[src/rtl/pattern_matcher.sv]
// Multi-channel streaming pattern matcher.
// Each channel compares the last len accepted characters against its own pattern RAM.
module pattern_matcher #(
    parameter int CW   = 8,
    parameter int PLEN = 8,
    parameter int NPAT = 2,
    parameter int CNTW = 16,
    localparam int PW  = (NPAT > 1) ? $clog2(NPAT) : 1,
    localparam int PI  = (PLEN > 1) ? $clog2(PLEN) : 1,
    localparam int LW  = $clog2(PLEN + 1)
) (
    input  logic                 clk,
    input  logic                 rst,
    input  logic                 cfg_we,
    input  logic [PW-1:0]        cfg_pat,
    input  logic [PI-1:0]        cfg_pos,
    input  logic [CW-1:0]        cfg_char,
    input  logic                 cfg_len_we,
    input  logic [LW-1:0]        cfg_len,
    input  logic [NPAT-1:0]      cfg_nolap,
    input  logic                 in_valid,
    input  logic [CW-1:0]        in_char,
    input  logic                 clr_cnt,
    output logic [NPAT-1:0]      match_vec,
    output logic [NPAT*CNTW-1:0] match_cnt
);

    logic [CW-1:0]   hist   [NPAT][PLEN];
    logic [CW-1:0]   pat    [NPAT][PLEN];
    logic [LW-1:0]   fill   [NPAT];
    logic [LW-1:0]   len    [NPAT];
    logic [LW-1:0]   fill_n [NPAT];
    logic [CNTW-1:0] cnt    [NPAT];
    logic [NPAT-1:0] hit;
    logic [NPAT-1:0] match_q;
    logic [LW-1:0]   len_wr;

    assign len_wr = (int'(cfg_len) > PLEN) ? LW'(PLEN) : cfg_len;

    // History slot j (0 = newest) must equal pattern position len-1-j.
    always_comb begin : match_logic
        logic          eq;
        logic [CW-1:0] newh [PLEN];
        hit = '0;
        for (int k = 0; k < NPAT; k++) begin
            fill_n[k] = (fill[k] == LW'(PLEN)) ? fill[k] : fill[k] + LW'(1);
            newh[0] = in_char;
            for (int j = 1; j < PLEN; j++) begin
                newh[j] = hist[k][j-1];
            end
            eq = 1'b1;
            for (int j = 0; j < PLEN; j++) begin
                for (int p = 0; p < PLEN; p++) begin
                    if (j < int'(len[k]) && p + j == int'(len[k]) - 1 &&
                        newh[j] != pat[k][p]) begin
                        eq = 1'b0;
                    end
                end
            end
            hit[k] = in_valid && (len[k] != '0) &&
                     (fill_n[k] >= len[k]) && eq;
        end
    end

    always_ff @(posedge clk or posedge rst) begin
        if (rst) begin
            match_q <= '0;
            for (int k = 0; k < NPAT; k++) begin
                fill[k] <= '0;
                len[k]  <= '0;
                cnt[k]  <= '0;
                for (int j = 0; j < PLEN; j++) begin
                    hist[k][j] <= '0;
                    pat[k][j]  <= '0;
                end
            end
        end else begin
            match_q <= hit;
            for (int k = 0; k < NPAT; k++) begin
                if (in_valid) begin
                    hist[k][0] <= in_char;
                    for (int j = 1; j < PLEN; j++) begin
                        hist[k][j] <= hist[k][j-1];
                    end
                    fill[k] <= (hit[k] && cfg_nolap[k]) ? '0 : fill_n[k];
                end
                if (clr_cnt) begin
                    cnt[k] <= hit[k] ? CNTW'(1) : '0;
                end else if (hit[k] && cnt[k] != '1) begin
                    cnt[k] <= cnt[k] + CNTW'(1);
                end
                // A length write restarts the channel; it wins over the shift.
                if (cfg_len_we && int'(cfg_pat) == k) begin
                    fill[k] <= '0;
                    len[k]  <= len_wr;
                end
                if (cfg_we && int'(cfg_pat) == k && int'(cfg_pos) < PLEN) begin
                    pat[k][cfg_pos] <= cfg_char;
                end
            end
        end
    end

    assign match_vec = match_q;

    always_comb begin
        for (int k = 0; k < NPAT; k++) begin
            match_cnt[k*CNTW +: CNTW] = cnt[k];
        end
    end

endmodule

[config.mk]
export PLATFORM = sky130hd
export DESIGN_NAME = pattern_matcher
export DESIGN_NICKNAME = d
export VERILOG_FILES = /design/src/rtl/pattern_matcher.sv
export SDC_FILE = /design/constraint.sdc
export NUM_CORES = 1
export LEC_CHECK = 0
export ABC_AREA = 1
export BUFFER_PORTS_ARGS = -buffer_cell sky130_fd_sc_hd__buf_2
export CAP_MARGIN = 0
export CORE_MARGIN = 8
export CORE_UTILIZATION = 50
export CTS_CLUSTER_SIZE = 28
export DETAILED_ROUTE_END_ITERATION = 16
export GPL_TIMING_DRIVEN = 0
export PLACE_DENSITY = 0.69
export SLEW_MARGIN = 25
export SYNTH_ARGS = -nofsm -noshare
export SYNTH_HDL_FRONTEND = slang
export SYNTH_SLANG_ARGS = --single-unit
[constraint.sdc]
create_clock -name clk -period 6.8 [get_ports clk]
set_input_delay 0.68 -clock clk [delete_from_list [all_inputs] [get_ports clk]]
set_output_delay 0.68 -clock clk [all_outputs]
set_load 0.005 [all_outputs]
==> run summary <==
Status: completed
Input/output buffers: 56
CTS Hold Bufs: 0
Final hold slack: 0.07197 ns
Crit-path max cell delay: 0.96 ns
Setup tns final: 0 ns
DRC violations left: 0
Detail Placement HPWL: 107800 um
First-pass detailed-route iteration total: 7
Post-DR vias/cell: 6.016
Area taken by flip-flops and latches: 0.005856 sq mm
Most frequent cell on the critical path: nand2_1
Final Setup Violations: 0
Commonest non-fill, non-tap cell in the layout: nand2_1
Post-CTS setup buffer count: 0
Die area: 0.06022 sq mm
Fraction of layout cells with a size suffix above 1: 0.1216
Final WS setup: 3.168 ns
Area of the mapped netlist: 0.02631 sq mm
Area Overhead vs Synth: 8.983%
CP Launch Type: flip-flop
Root buf cell: clkbuf_16
Cells after Synth: 4278
Max cap viols: 0
Min-delay worst type: in2async
Leakage: 13.41 nW
H-tree levels: 1
Seq cells post-synth: 234
R2R cell count: 14
Worst-margin pin slew: 1.262 ns
Starting Density: 0.5027
Distinct cells, synth: 36
Power density over the cells: 297.5 mW/mm^2
Commonest non-fill, non-tap cells in the layout: nand2_1, xnor2_1, nor2_1
WP data required: 7.31 ns
Number of global-route vias before repair: 27180
Area of the multi-input gates: 0.01699 sq mm
Worst slew margin: 0.1554
Ys async rst share: 1.000
# rows: 84
Via count: 30610
Core area: 0.05234 sq mm
Initial antenna violation count: 2
Syn nets: 4324
Die height: 245.4 um
Buf+Inv Stages, Crit Path: 2
Fmax: 275.3 MHz
Total Routing Usage GR: 0.4676
First-pass GRT wire length: 201600 um
Resized cells post-CTS: 0
Crit Path Category: reg2reg
CTS sink count: 234
Setup repair after global routing missed its margin: false
Worst-path fanout max: 9
Crit share post-route: 0.5341
Final worst clock skew: 0.04187 ns
GRT overflow: 0
Final Max Slew Viols: 0
Die W: 245.4 um
Yosys warns: 0
Mean post-synth cell area: 6.150 sq um
Maximum vdd drop: 257.8 uV
Worst-skew pair later-pin latency: 0.65 ns
Number of synthesized flops with an enable pin: 0
Largest net degree at the start of global routing: 33
CTS tree: done
Average wire per standard cell: 28.72 um
Top cell family by delay on the critical path: simple AND/OR/NAND/NOR gates
Post-Route WL: 146200 um
Final Util: 0.5478
Initial DRC count: 4910
Top_reg_cell synth: dfrtp_1
Routability cong.: 1.136
IO Pins: 66
Fin nets: 4423
Clock tree buffer depth: 3
CTS buffer count: 30
Cell count after placement: 5033
Final Hold Fails: 0
Setup WS pre-CTS: 3.634 ns
Critical Path Stages: 14
Fin crit period: 3.632 ns
Endpoint type of the worst setup path: flip-flop
Clock transition at path regs: 0.06 ns
# fillers: 5536
Crit path DAT: 4.14 ns
Critical path, cell by cell: buf_2, inv_1, nand2_1, nand4_1, nor2_1, nand2_1, nand2_1, nand2_1, nor2_1, nand3_1, nor2_1, nand3_1, nand3_1, o21ai_0
Sequential-to-total area share from yosys stat: 0.2226
Fin cells: 5089
Crit path max-delay cell type: nor2_1
Routed Antenna Nets: 0
-- layout make-up --
type	instances	share of cell area
diodes	1	0.00008727
multi-input cells	3443	0.5926
flip-flops and latches	234	0.2042
plain buffers	318	0.08382
clock buffers	45	0.03059
repair buffers	67	0.01754
clock inverters	10	0.003491
inverters	283	0.03761
well taps	688	0.03002
-- per-layer routing --
metal	GRT usage	share of wire
met5	0	0
met4	0.3713	0.097
met3	0.1646	0.15
met2	0.6426	0.39
met1	0.5861	0.36
-- state kept, by name, indices dropped and copies added, names as in the netlist --
name,cells
len,8
match_vec,2
fill,8
pat,128
hist,56
match_cnt,32
-- final timing paths --
| kind | startpoint | to | slack [ns] |
|---|---|---|---|
| min reg2reg | fill[3] | fill[3] | 0.57 |
| max in group asynchronous | rst | hist[41] | 5.71 |
| max | pat[21] | fill[0] | 3.17 |
| min | rst | pat[63] | 0.07 |
| max reg2reg | pat[21] | fill[0] | 3.17 |
| min in group clk | cfg_len[2] | len[6] | 0.33 |
-- report_power, final --
part           total (mW)  switching (mW)  internal (mW)
Combinational        5.19            3.55           1.64
Sequential           1.68          0.0700           1.61
Clock                1.66           0.737          0.925
-- cells in the mapped netlist (47+ instances only) --
cell type	instances	area, sq um
xor2_1	115	1007
o21ai_0	216	1081
buf_4	47	352.8
xnor2_1	427	3740
nand3_1	99	495.5
nand2_1	1854	6959
buf_2	111	555.5
inv_2	90	337.8
nor2_1	392	1471
buf_6	113	1272
nand4_1	213	1333
inv_1	184	690.7
dfrtp_1	234	5856
-- through the flow --
| stage | instance area, sq um | total power [mW] |
|---|---|---|
| after floorplan | 26310 | 5.016 |
| after global placement | 27460 | 6.519 |
| after detailed placement | 27690 | 6.568 |
| after CTS | 28670 | 8.205 |
| after global routing | 28670 | 8.800 |
| final | 28670 | 8.530 |
-- cell families after synthesis --
logic type,after synthesis,share of synthesized area
fa+ha+maj,14,0.006658
buf+inv,601,0.1319
compound gates,268,0.05188
flops,234,0.2226
simple gates,2619,0.4066
xor+xnor,542,0.1804
-- worst reg2reg max path, delay by kind of cell, from the launching register on --
family,cells,cell delay (ns)
and+or+nand+nor,11,2.61
buffers and inverters,2,0.48
DFF,1,0.32
AOI/OAI and AO/OA,1,0.11
(Power assumes the default switching activity.)
